<file path="config.mk">
export PLATFORM = sky130hd
export DESIGN_NAME = user_input_debounce
export DESIGN_NICKNAME = d
export VERILOG_FILES = /design/src/rtl/user_io_pkg.sv /design/src/rtl/debounce_bit.sv /design/src/rtl/user_input_debounce.sv
export SDC_FILE = /design/constraint.sdc
export NUM_CORES = 1
export LEC_CHECK = 0
export ABC_AREA = 1
export CAP_MARGIN = 10
export CORE_MARGIN = 2
export CORE_UTILIZATION = 30
export DETAILED_ROUTE_END_ITERATION = 16
export DONT_BUFFER_PORTS = 1
export PLACE_DENSITY = 0.42
export SLEW_MARGIN = 10
export SYNTH_ARGS = -nofsm -noshare
export SYNTH_HDL_FRONTEND = slang
export SYNTH_SLANG_ARGS = --single-unit
</file>
<file path="constraint.sdc">
create_clock -name CLK_50M_FPGA -period 3.5 [get_ports CLK_50M_FPGA]
set_clock_uncertainty 0.2 [all_clocks]
set_input_delay 0.875 -clock CLK_50M_FPGA [delete_from_list [all_inputs] [get_ports CLK_50M_FPGA]]
set_output_delay 0.875 -clock CLK_50M_FPGA [all_outputs]
set_load 0.01 [all_outputs]
</file>
<file path="src/rtl/user_io_pkg.sv">
// Shared constants and types for the board user-input conditioning path.
package user_io_pkg;

   localparam int unsigned USER_IO_W         = 4;
   localparam int unsigned DEBOUNCE_10MS_50M = 500000;
   localparam int unsigned DEBOUNCE_SIM      = 8;

   typedef logic [USER_IO_W-1:0] user_io_t;

endpackage : user_io_pkg

</file>
<file path="src/rtl/debounce_bit.sv">
// One input bit: 2-FF synchronizer, stability counter, debounced level and edge pulses.
module debounce_bit
   import user_io_pkg::*;
#(
   parameter int unsigned DEBOUNCE_CYCLES = DEBOUNCE_10MS_50M,
   parameter logic        INIT_VAL        = 1'b1
) (
   input  logic clk,
   input  logic rst_n,
   input  logic raw_in,
   output logic level_out,
   output logic rise_pulse,
   output logic fall_pulse,
   output logic change_c
);

   localparam int unsigned    CNT_W    = $clog2(DEBOUNCE_CYCLES + 1);
   localparam logic [CNT_W-1:0] CNT_LAST = CNT_W'(DEBOUNCE_CYCLES - 1);

   logic             s1_q,    s1_d;
   logic             sync_q,  sync_d;
   logic             level_q, level_d;
   logic             rise_q,  rise_d;
   logic             fall_q,  fall_d;
   logic [CNT_W-1:0] cnt_q,   cnt_d;

   // Count while the synchronized input disagrees with the level; any agreement restarts it.
   always_comb begin
      s1_d    = raw_in;
      sync_d  = s1_q;
      level_d = level_q;
      cnt_d   = '0;
      rise_d  = 1'b0;
      fall_d  = 1'b0;
      if (sync_q != level_q) begin
         if (cnt_q == CNT_LAST) begin
            level_d = sync_q;
            rise_d  = sync_q;
            fall_d  = ~sync_q;
         end else begin
            cnt_d = cnt_q + CNT_W'(1);
         end
      end
      change_c = rise_d | fall_d;
   end

   always_ff @(posedge clk) begin
      if (!rst_n) begin
         s1_q    <= INIT_VAL;
         sync_q  <= INIT_VAL;
         level_q <= INIT_VAL;
         cnt_q   <= '0;
         rise_q  <= 1'b0;
         fall_q  <= 1'b0;
      end else begin
         s1_q    <= s1_d;
         sync_q  <= sync_d;
         level_q <= level_d;
         cnt_q   <= cnt_d;
         rise_q  <= rise_d;
         fall_q  <= fall_d;
      end
   end

   assign level_out  = level_q;
   assign rise_pulse = rise_q;
   assign fall_pulse = fall_q;

endmodule : debounce_bit

</file>
<file path="src/rtl/user_input_debounce.sv">
// Debounces the board DIP switches / push buttons; per-bit conditioning plus a combined change pulse.
module user_input_debounce
   import user_io_pkg::*;
#(
   parameter int unsigned     WIDTH           = USER_IO_W,
   parameter int unsigned     DEBOUNCE_CYCLES = DEBOUNCE_10MS_50M,
   parameter logic [WIDTH-1:0] INIT_VAL       = '1
) (
   input  logic             CLK_50M_FPGA,
   input  logic             GLOBAL_RESETN,
   input  logic [WIDTH-1:0] raw_in,
   output logic [WIDTH-1:0] level_out,
   output logic [WIDTH-1:0] rise_pulse,
   output logic [WIDTH-1:0] fall_pulse,
   output logic             any_change
);

   if (DEBOUNCE_CYCLES < 1) begin : g_bad_cycles
      $error("user_input_debounce: DEBOUNCE_CYCLES must be >= 1");
   end

   logic [WIDTH-1:0] change_c;
   logic             any_change_q, any_change_d;

   for (genvar i = 0; i < int'(WIDTH); i++) begin : g_bit
      debounce_bit #(
         .DEBOUNCE_CYCLES (DEBOUNCE_CYCLES),
         .INIT_VAL        (INIT_VAL[i])
      ) u_bit (
         .clk        (CLK_50M_FPGA),
         .rst_n      (GLOBAL_RESETN),
         .raw_in     (raw_in[i]),
         .level_out  (level_out[i]),
         .rise_pulse (rise_pulse[i]),
         .fall_pulse (fall_pulse[i]),
         .change_c   (change_c[i])
      );
   end

   // Built from the bits' next-pulse terms so it lands in the same cycle as the bit pulses.
   always_comb begin
      any_change_d = |change_c;
   end

   always_ff @(posedge CLK_50M_FPGA) begin
      if (!GLOBAL_RESETN) begin
         any_change_q <= 1'b0;
      end else begin
         any_change_q <= any_change_d;
      end
   end

   assign any_change = any_change_q;

endmodule : user_input_debounce

</file>
-- Yosys cells after proc, flatten, opt, wreduce, memory -nomap -nowiden
Index checks and enable logic that the tools add are counted.
W data, S select, Z words.
- register bits after elaboration: 97
- bits of input ports: 6
- output and inout port bits: 13
- word-level logic and storage cells: 75
- equal/unequal tests: 8
- reductions and logical operators: 9
- mux-type cells: 16
- add/sub/neg operators: 4
- bitwise operators: 13
- operators with widths (cell ; count):
    $add A19 B1 Y19 const B ; 4
    $eq A19 B19 Y1 const B ; 4
    $mux W1 ; 16
    $reduce_or A3 Y1 ; 4
    $not A1 Y1 ; 9
    $reduce_and A2 Y1 ; 4
    $ne A1 B1 Y1 ; 4
    $or A1 B1 Y1 ; 4
    $reduce_or A4 Y1 ; 1

-- Longest topological paths before layout
Gate-level depths: netlist (run 1).
- depth in word-level cells: 5
- depth in mapped cells: 11

-- Hierarchy
A second synthesis (run 1) with hierarchy kept.
- cells, all modules: 681
- area total of the unflattened synthesis: 5146.2 um^2
- by module, submodules not included (module ; cells each ; area each (um^2) ; sequential area each (um^2) ; times used):
    debounce_bit ; 169 ; 1277.5 ; 480.5 ; 4
    user_input_debounce ; 5 ; 36.3 ; 20.0 ; 1

-- Worst setup path before layout (run 1)
OpenSTA, ideal clock, no wires.
- path type: input to register
- from: in GLOBAL_RESETN
- to: reg g_bit[0].u_bit.cnt_q[10]
- slack: 1.635 ns
- stages on the path: 6
- required time: 3.230 ns
- arrival: 1.596 ns
- cells stage by stage: buf_2 nand2_1 nor2_4 inv_2 buf_6 a21oi_1
- word-level cells in the longest chain between the ends: 2
- RTL lines (item ; RTL line ; text):
    start, declared ; user_input_debounce.sv:10 ; input logic GLOBAL_RESETN,
    $not A1 Y1 (no source line) ; - ;
    $reduce_or A3 Y1 (no source line) ; - ;
    end signal, assigned ; debounce_bit.sv:59 ; cnt_q <= cnt_d;
    end, declared ; debounce_bit.sv:25 ; logic [CNT_W-1:0] cnt_q, cnt_d;
No other way between the ends.
A chain may end at the register's enable or synchronous reset.

-- Final worst setup path (run 1)
- from: reg g_bit[2].u_bit.cnt_q[0]
- to: reg g_bit[2].u_bit.cnt_q[16]
- word-level cells in the longest chain between the ends: 2
- RTL lines (item ; RTL line):
    start, declared ; debounce_bit.sv:25
    start signal, assigned ; debounce_bit.sv:59
    branches (longest 2 deep; another with $add A19 B1 Y19) ; -
Parallel ways; which one is timed is not known.

==> results of run 1 <==
## placed cells by master (no fill, tap or decap), types with 8 or more instances in the layout
cell / instances
nor2_1: 110
nand3_1: 46
a21oi_1: 26
nand2_1: 148
xor2_1: 24
xnor2_1: 8
nand4_1: 15
clkbuf_16: 9
or2_2: 12
dfxtp_1: 97
inv_1: 92
nor3_1: 27
## per-layer routing
metal | global-route usage | share of wire | vias up
met5 | 0 | 0.0011 | -
met4 | 0.0607 | 0.023 | 2
met3 | 0.0303 | 0.036 | 14
met2 | 0.188 | 0.42 | 49
met1 | 0.171 | 0.52 | 1695
li1 | - | - | 2092
## cell families after synthesis
kind of cell | synth area share
buffers and inverters | 0.105
XOR/XNOR | 0.0585
AO/OA/AOI/OAI | 0.0436
adder cells (fa/ha/maj) | 0.0105
AND/OR/NAND/NOR | 0.377
flip-flops | 0.406
## flip-flops by register name, summed over array words and instances, names as in the netlist
name,count
g_bit.u_bit.sync_q,4
g_bit.u_bit.rise_pulse,4
g_bit.u_bit.fall_pulse,4
any_change,1
g_bit.u_bit.cnt_q,76
g_bit.u_bit.s1_q,4
g_bit.u_bit.level_out,4
## cells in the mapped netlist (all sizes together)
cell type	n
a21oi	26
buf	18
dfxtp	97
ha	4
inv	95
nand2	154
nand3	48
nand3b	6
nand4	15
nor2	121
nor3	32
nor4	4
o21ai	9
o21bai	1
or2	14
xnor2	8
xor2	24
## power breakdown
group	switching, mW	internal [mW]	leakage (nW)	total, mW
Clock	0.400	0.500	0.124	0.899
Combinational	0.0136	0.00650	0.896	0.0201
Sequential	0.00353	1.11	0.783	1.11
Total	0.417	1.62	1.80	2.03
## worst max-delay path, delay by kind of cell (launching register included)
kind,cells,cell delay (ps)
and+or+nand+nor,3,400
DFF,1,400
buffers and inverters,3,240
AOI/OAI and AO/OA,1,460
adders and majority gates,1,230
## worst paths after layout
path                            slack (ps)                       end                    start
worst max-delay path                  1490  g_bit[2].u_bit.cnt_q[16]  g_bit[2].u_bit.cnt_q[0]
worst min-delay path                   210     g_bit[3].u_bit.sync_q      g_bit[3].u_bit.s1_q
worst max register to register        1490  g_bit[2].u_bit.cnt_q[16]  g_bit[2].u_bit.cnt_q[0]
worst min register to register         210     g_bit[3].u_bit.sync_q      g_bit[3].u_bit.s1_q
## cell type report
cell class / count / area [µm²] / share of cell area
antenna: 2 / 5.00 / 0.000967
clock buffer: 15 / 258 / 0.0498
inverter: 95 / 357 / 0.0689
multi-input combinational: 466 / 2340 / 0.453
sequential: 97 / 1940 / 0.375
tap: 216 / 270 / 0.0522
==> results.md, run 1 <==
* CTS sink cnt at 97
* Clock Pin Slew Worst Setup and Hold Paths at 70 ps
* Max Cap Violations at 0
* Final worst setup slack at 1490 ps
* Core Region at 15700 µm²
* Hold Vio Cnt, Final at 0
* Placed inst area at 4910 µm²
* CP endpoint kind: flop
* Max stage delay cell, worst path: o21ai_4
* Avg Synthesized Cell Area at 7.08 µm²
* Post-CTS Setup Bufs at 0
* Vias in the first global route at 3577
* Period utilization at 0.575
* Detailed Routing Iterations Pass 1 at 4
* Min-Delay Path Depth at 1
* Post-DR wirelength/cell at 11.2 µm
* Inst Count DP at 874
* Share of post-route cells with drive strength above 1 at 0.0773
* Final critical-path required period at 2010 ps
* Finished Cell Area at 5180 µm²
* Worst-path cell chain: ha_1 > nand3_2 > inv_1 > nand3_1 > o21ai_4 > inv_1 > nand2_1 > inv_1
* Critical path class: flop to flop
* Area contributors post-synth: dfxtp_1 41%, nand2_1 12%, nor2_1 8.6%
* Syn-to-layout area delta at 8.10%
* Final Power at 2.03 mW
* Slew headroom at 0.545
* Overall routing resource usage at 0.126
* Detailed Route WL at 9970 µm
* # hold bufs at CTS at 0
* Fin Hold WS at 214 ps
* Cell mode on critical path: inv_1
* TritonCTS clock tree: done
* WP data arrival at 2060 ps
* Post-synth top area cell: dfxtp_1
* Worst Max-Slew Pin Slew at 682 ps
* Maximum vdd drop at 276 µV
* Clock Tree Buf Depth at 2
* Number of synthesized register bits at 97
* Crit path launch type: flop
* Initial antenna violation count at 4
* Post-Synthesis Cells at 676
* Max Freq at 497 MHz
* Final GP Congestion at 0.827
* Port Buffers at 0
* Sequential share of the synthesized area at 0.406
* Number of cells on the worst reg-to-reg path at 8
* Cell Rows at 46
* Power Dens Cells at 393 nW/µm²
* Final #Nets at 679
* First-pass GRT wire length at 16800 µm
* Distinct cells, synth at 29
* End-of-flow core utilization at 0.329
* Max stage delay on crit path at 460 ps
* Syn Nets at 686
* Num CTS Buffers at 9
* Half-perimeter wire length after placement at 7650 µm
* Worst Hold Class: flop to flop
* Starting Density at 0.305
* Synth top area share at 0.406
* Count of pins over their slew limit at 0
* Final Setup Violations at 0
* DRC errors left at 0
* # H-tree levels at 3
* Synth Warn # at 0
* CP Max Fanout at 18
* Netlist Area Pre-Place at 4790 µm²
* Number of placed I/O pins at 19
* Largest net degree at the start of global routing at 19
* Leak pwr at 1.80 nW
* PostCTS Resize Cnt at 0
* RSZ-0062 raised after global routing: false
* Clk root buf: clkbuf_16
* Vias/cell at 4.32
* Data required, critical path at 3550 ps
* Die X at 130 µm
* Setup TNS at 0 ps
* Non-Filler Instances at 891
* Via count at 3852
* Insertion delay to the later sink of the worst-skew pair at 340 ps
* Overflow after GRT at 0
* Initial drt markers at 221
* Status: complete, no violations
* Antenna Nets Post-Route at 0
* Setup WS pre-CTS at 1490 ps
* Die Footprint at 17000 µm²
* Fillers at 1739
* Die H at 130 µm
Note: power is estimated with default switching activity, not from simulation.
==> run 2, diff against run 1 <==
- PLACE_DENSITY: 0.42 -> 0.43
- clock period: 3.5 -> 1.8 ns (I/O delays scaled with it)
==> results.md, run 2 (same netlist as run 1, synthesis figures left out) <==
* Max stage delay on crit path at 350 ps (-110 ps)
* Top reg by flops: g_bit.u_bit.cnt_q
* Commonest non-fill, non-tap cell in the layout: nand2_1
* Num CTS Buffers at 9 (unchanged)
* Core Region at 15700 µm² (unchanged)
* Detailed Routing Iterations Pass 1 at 5 (+1)
* Final Setup Violations at 0 (unchanged)
* Number of cells on the critical path at 7 (-1)
* Worst path top cell family by delay: flip-flops
* Number of placed I/O pins at 19 (unchanged)
* Period utilization at 0.944 (+0.369)
* Die X at 130 µm (unchanged)
* Reg2Reg Capture Point: g_bit[2].u_bit.cnt_q[14]
* Clock Tree Buf Depth at 2 (unchanged)
* Leak pwr at 1.98 nW (+9.6%)
* Insertion delay to the later sink of the worst-skew pair at 350 ps (about the same)
* Status: complete, no violations
* Data required, critical path at 1840 ps (-1710 ps)
* Finished Cell Area at 5460 µm² (+5.4%)
* WP data arrival at 1740 ps (-320 ps)
* Sequential share of power at 0.527 (-0.021)
* Multi-input logic area at 2400 µm² (+2.3%)
* Initial antenna violation count at 2 (-2)
* Fillers at 1666 (-4.2%)
* Combinational share of power at 0.013 (+0.003)
* Final Power at 4.10 mW (+100%)
* Register Area at 1940 µm² (about the same)
* Worst Max-Slew Pin Slew at 540 ps (-142 ps)
* Max stage delay cell, worst path: dfxtp_1
* Largest net degree at the start of global routing at 18 (-1)
* R2R setup slack at 100 ps (-1390 ps)
* Post-DR wirelength/cell at 11.6 µm (+3.4%)
* End-of-flow core utilization at 0.347 (+0.0178)
* Vias in the first global route at 3702 (+3.5%)
* Cell Int Power at 3.27 mW (+100%)
* Die H at 130 µm (unchanged)
* Hold Vio Cnt, Final at 0 (unchanged)
* Crit path launch type: flop
* Commonest cells after routing, fill and taps aside: 147 x nand2_1, 107 x nor2_1, 96 x dfxtp_1
* Final GP Congestion at 0.822 (-0.66%)
* Non-Filler Instances at 911 (+2.2%)
* CP endpoint kind: flop
* Clk root buf: clkbuf_16
* # H-tree levels at 3 (unchanged)
* Placed inst area at 5050 µm² (+2.8%)
* Sw power at 833 µW (+100%)
* DRC errors left at 0 (unchanged)
* Final worst setup slack at 100 ps (-1390 ps)
* Inst Count DP at 889 (+1.7%)
* Clock Pin Slew Worst Setup and Hold Paths at 60 ps (about the same)
* Cell Rows at 46 (unchanged)
* Via count at 4033 (+4.7%)
* Critical path class: flop to flop
* TritonCTS clock tree: done
* Max FFs per register at 76 (unchanged)
* Antenna Nets Post-Route at 0 (unchanged)
* Maximum vdd drop at 485 µV (+76%)
* Worst setup path endpoint: g_bit[2].u_bit.cnt_q[14]
* CP Max Fanout at 7 (-11)
* CTS sink cnt at 97 (unchanged)
* Max Cap Violations at 0 (unchanged)
* RR Startpoint: g_bit[2].u_bit.cnt_q[1]
* Overall routing resource usage at 0.132 (+0.00579)
* Setup WS pre-CTS at -1.46 ps (-1490 ps)
* Initial drt markers at 283 (+28%)
* Clock power share at 0.460 (+0.017)
* Syn-to-layout area delta at 13.9%
* Count of pins over their slew limit at 0 (unchanged)
* Number of cells on the worst reg-to-reg path at 7 (-1)
* RSZ-0062 raised after global routing: true
* Overflow after GRT at 0 (unchanged)
* Die Footprint at 17000 µm² (unchanged)
* Worst Hold Class: input pin to flop
* Worst-path cell chain: ha_2 > nand3_2 > inv_1 > nand3_1 > o21ai_4 > buf_4 > a21oi_1
* Half-perimeter wire length after placement at 7950 µm (+3.9%)
* Starting Density at 0.305 (unchanged)
* Port Buffers at 0 (unchanged)
* Share of post-route cells with drive strength above 1 at 0.124 (+0.0467)
* Final #Nets at 701 (+3.2%)
* Max Freq at 588 MHz (+18%)
* Slew headroom at 0.637 (+0.0918)
* First-pass GRT wire length at 17700 µm (+4.9%)
* Crit path launch: g_bit[2].u_bit.cnt_q[1]
* Final critical-path required period at 1700 ps (-314 ps)
* Vias/cell at 4.43 (+2.4%)
* Switching share of total power at 0.203 (-0.00225)
* Detailed Route WL at 10500 µm (+5.8%)
* Crit path buf inv count at 2 (-1)
* Power Dens Cells at 752 nW/µm² (+92%)
-- run 2: stage by stage --
stage	TNS, ps	hold WS, ps
3_3_place_gp	0	200
6_report	0	15.1
2_1_floorplan	0	193
5_1_grt	-176	6.24
3_5_place_dp	-1.46	197
4_1_cts	0	4.68
-- run 2: per-layer routing --
metal	GRT usage	share of wire	vias up
met5	0	0.0015	-
li1	-	-	2130
met1	0.180	0.50	1816
met2	0.196	0.44	68
met3	0.0303	0.039	17
met4	0.0645	0.021	2
-- run 2: cell type report --
cell class	count	share of cell area
diodes	1	0.000459
clock buffers	10	0.0438
clock inverters	4	0.00826
inverters	95	0.0663
multi-input cells	466	0.440
flip-flops and latches	97	0.356
well taps	216	0.0495
repair buffers	22	0.0358
-- run 2: repair_timing --
item                                    4_1_cts  5_1_grt
hold buffers                                  2        0
buffers inserted                              0        5
endpoints found under the setup margin        4       55
endpoints found under the hold margin         2        0
pin swaps                                     0        5
resized for setup                             1       16
-- run 2: how the worst min path moves through the flow --
stage                                    from  slack, ps                    end  cells past startpoint
after floorplan           g_bit[0].u_bit.s1_q        190  g_bit[0].u_bit.sync_q                      1
after global placement    g_bit[3].u_bit.s1_q        200  g_bit[3].u_bit.sync_q                      1
after detailed placement  g_bit[0].u_bit.s1_q        200  g_bit[0].u_bit.sync_q                      1
after CTS                           raw_in[0]          5    g_bit[0].u_bit.s1_q                      1
after global routing                raw_in[0]          6    g_bit[0].u_bit.s1_q                      1
final                               raw_in[1]         20    g_bit[1].u_bit.s1_q                      1
-- run 2: power by group through the flow --
stage               registers, mW  logic, mW  clock network (mW)
floorplan                    2.21     0.0387                   0
global placement             2.21     0.0500                   0
detailed placement           2.21     0.0510                   0
CTS                          2.16     0.0551                1.97
global route                 2.16     0.0625                2.05
finish                       2.16     0.0554                1.89
-- run 2: worst reg2reg max path: stages (launching register included) --
cell and delay, ps:
dfxtp_1 350, ha_2 210, nand3_2 110, inv_1 80, nand3_1 160, o21ai_4 260
buf_4 190, a21oi_1 50
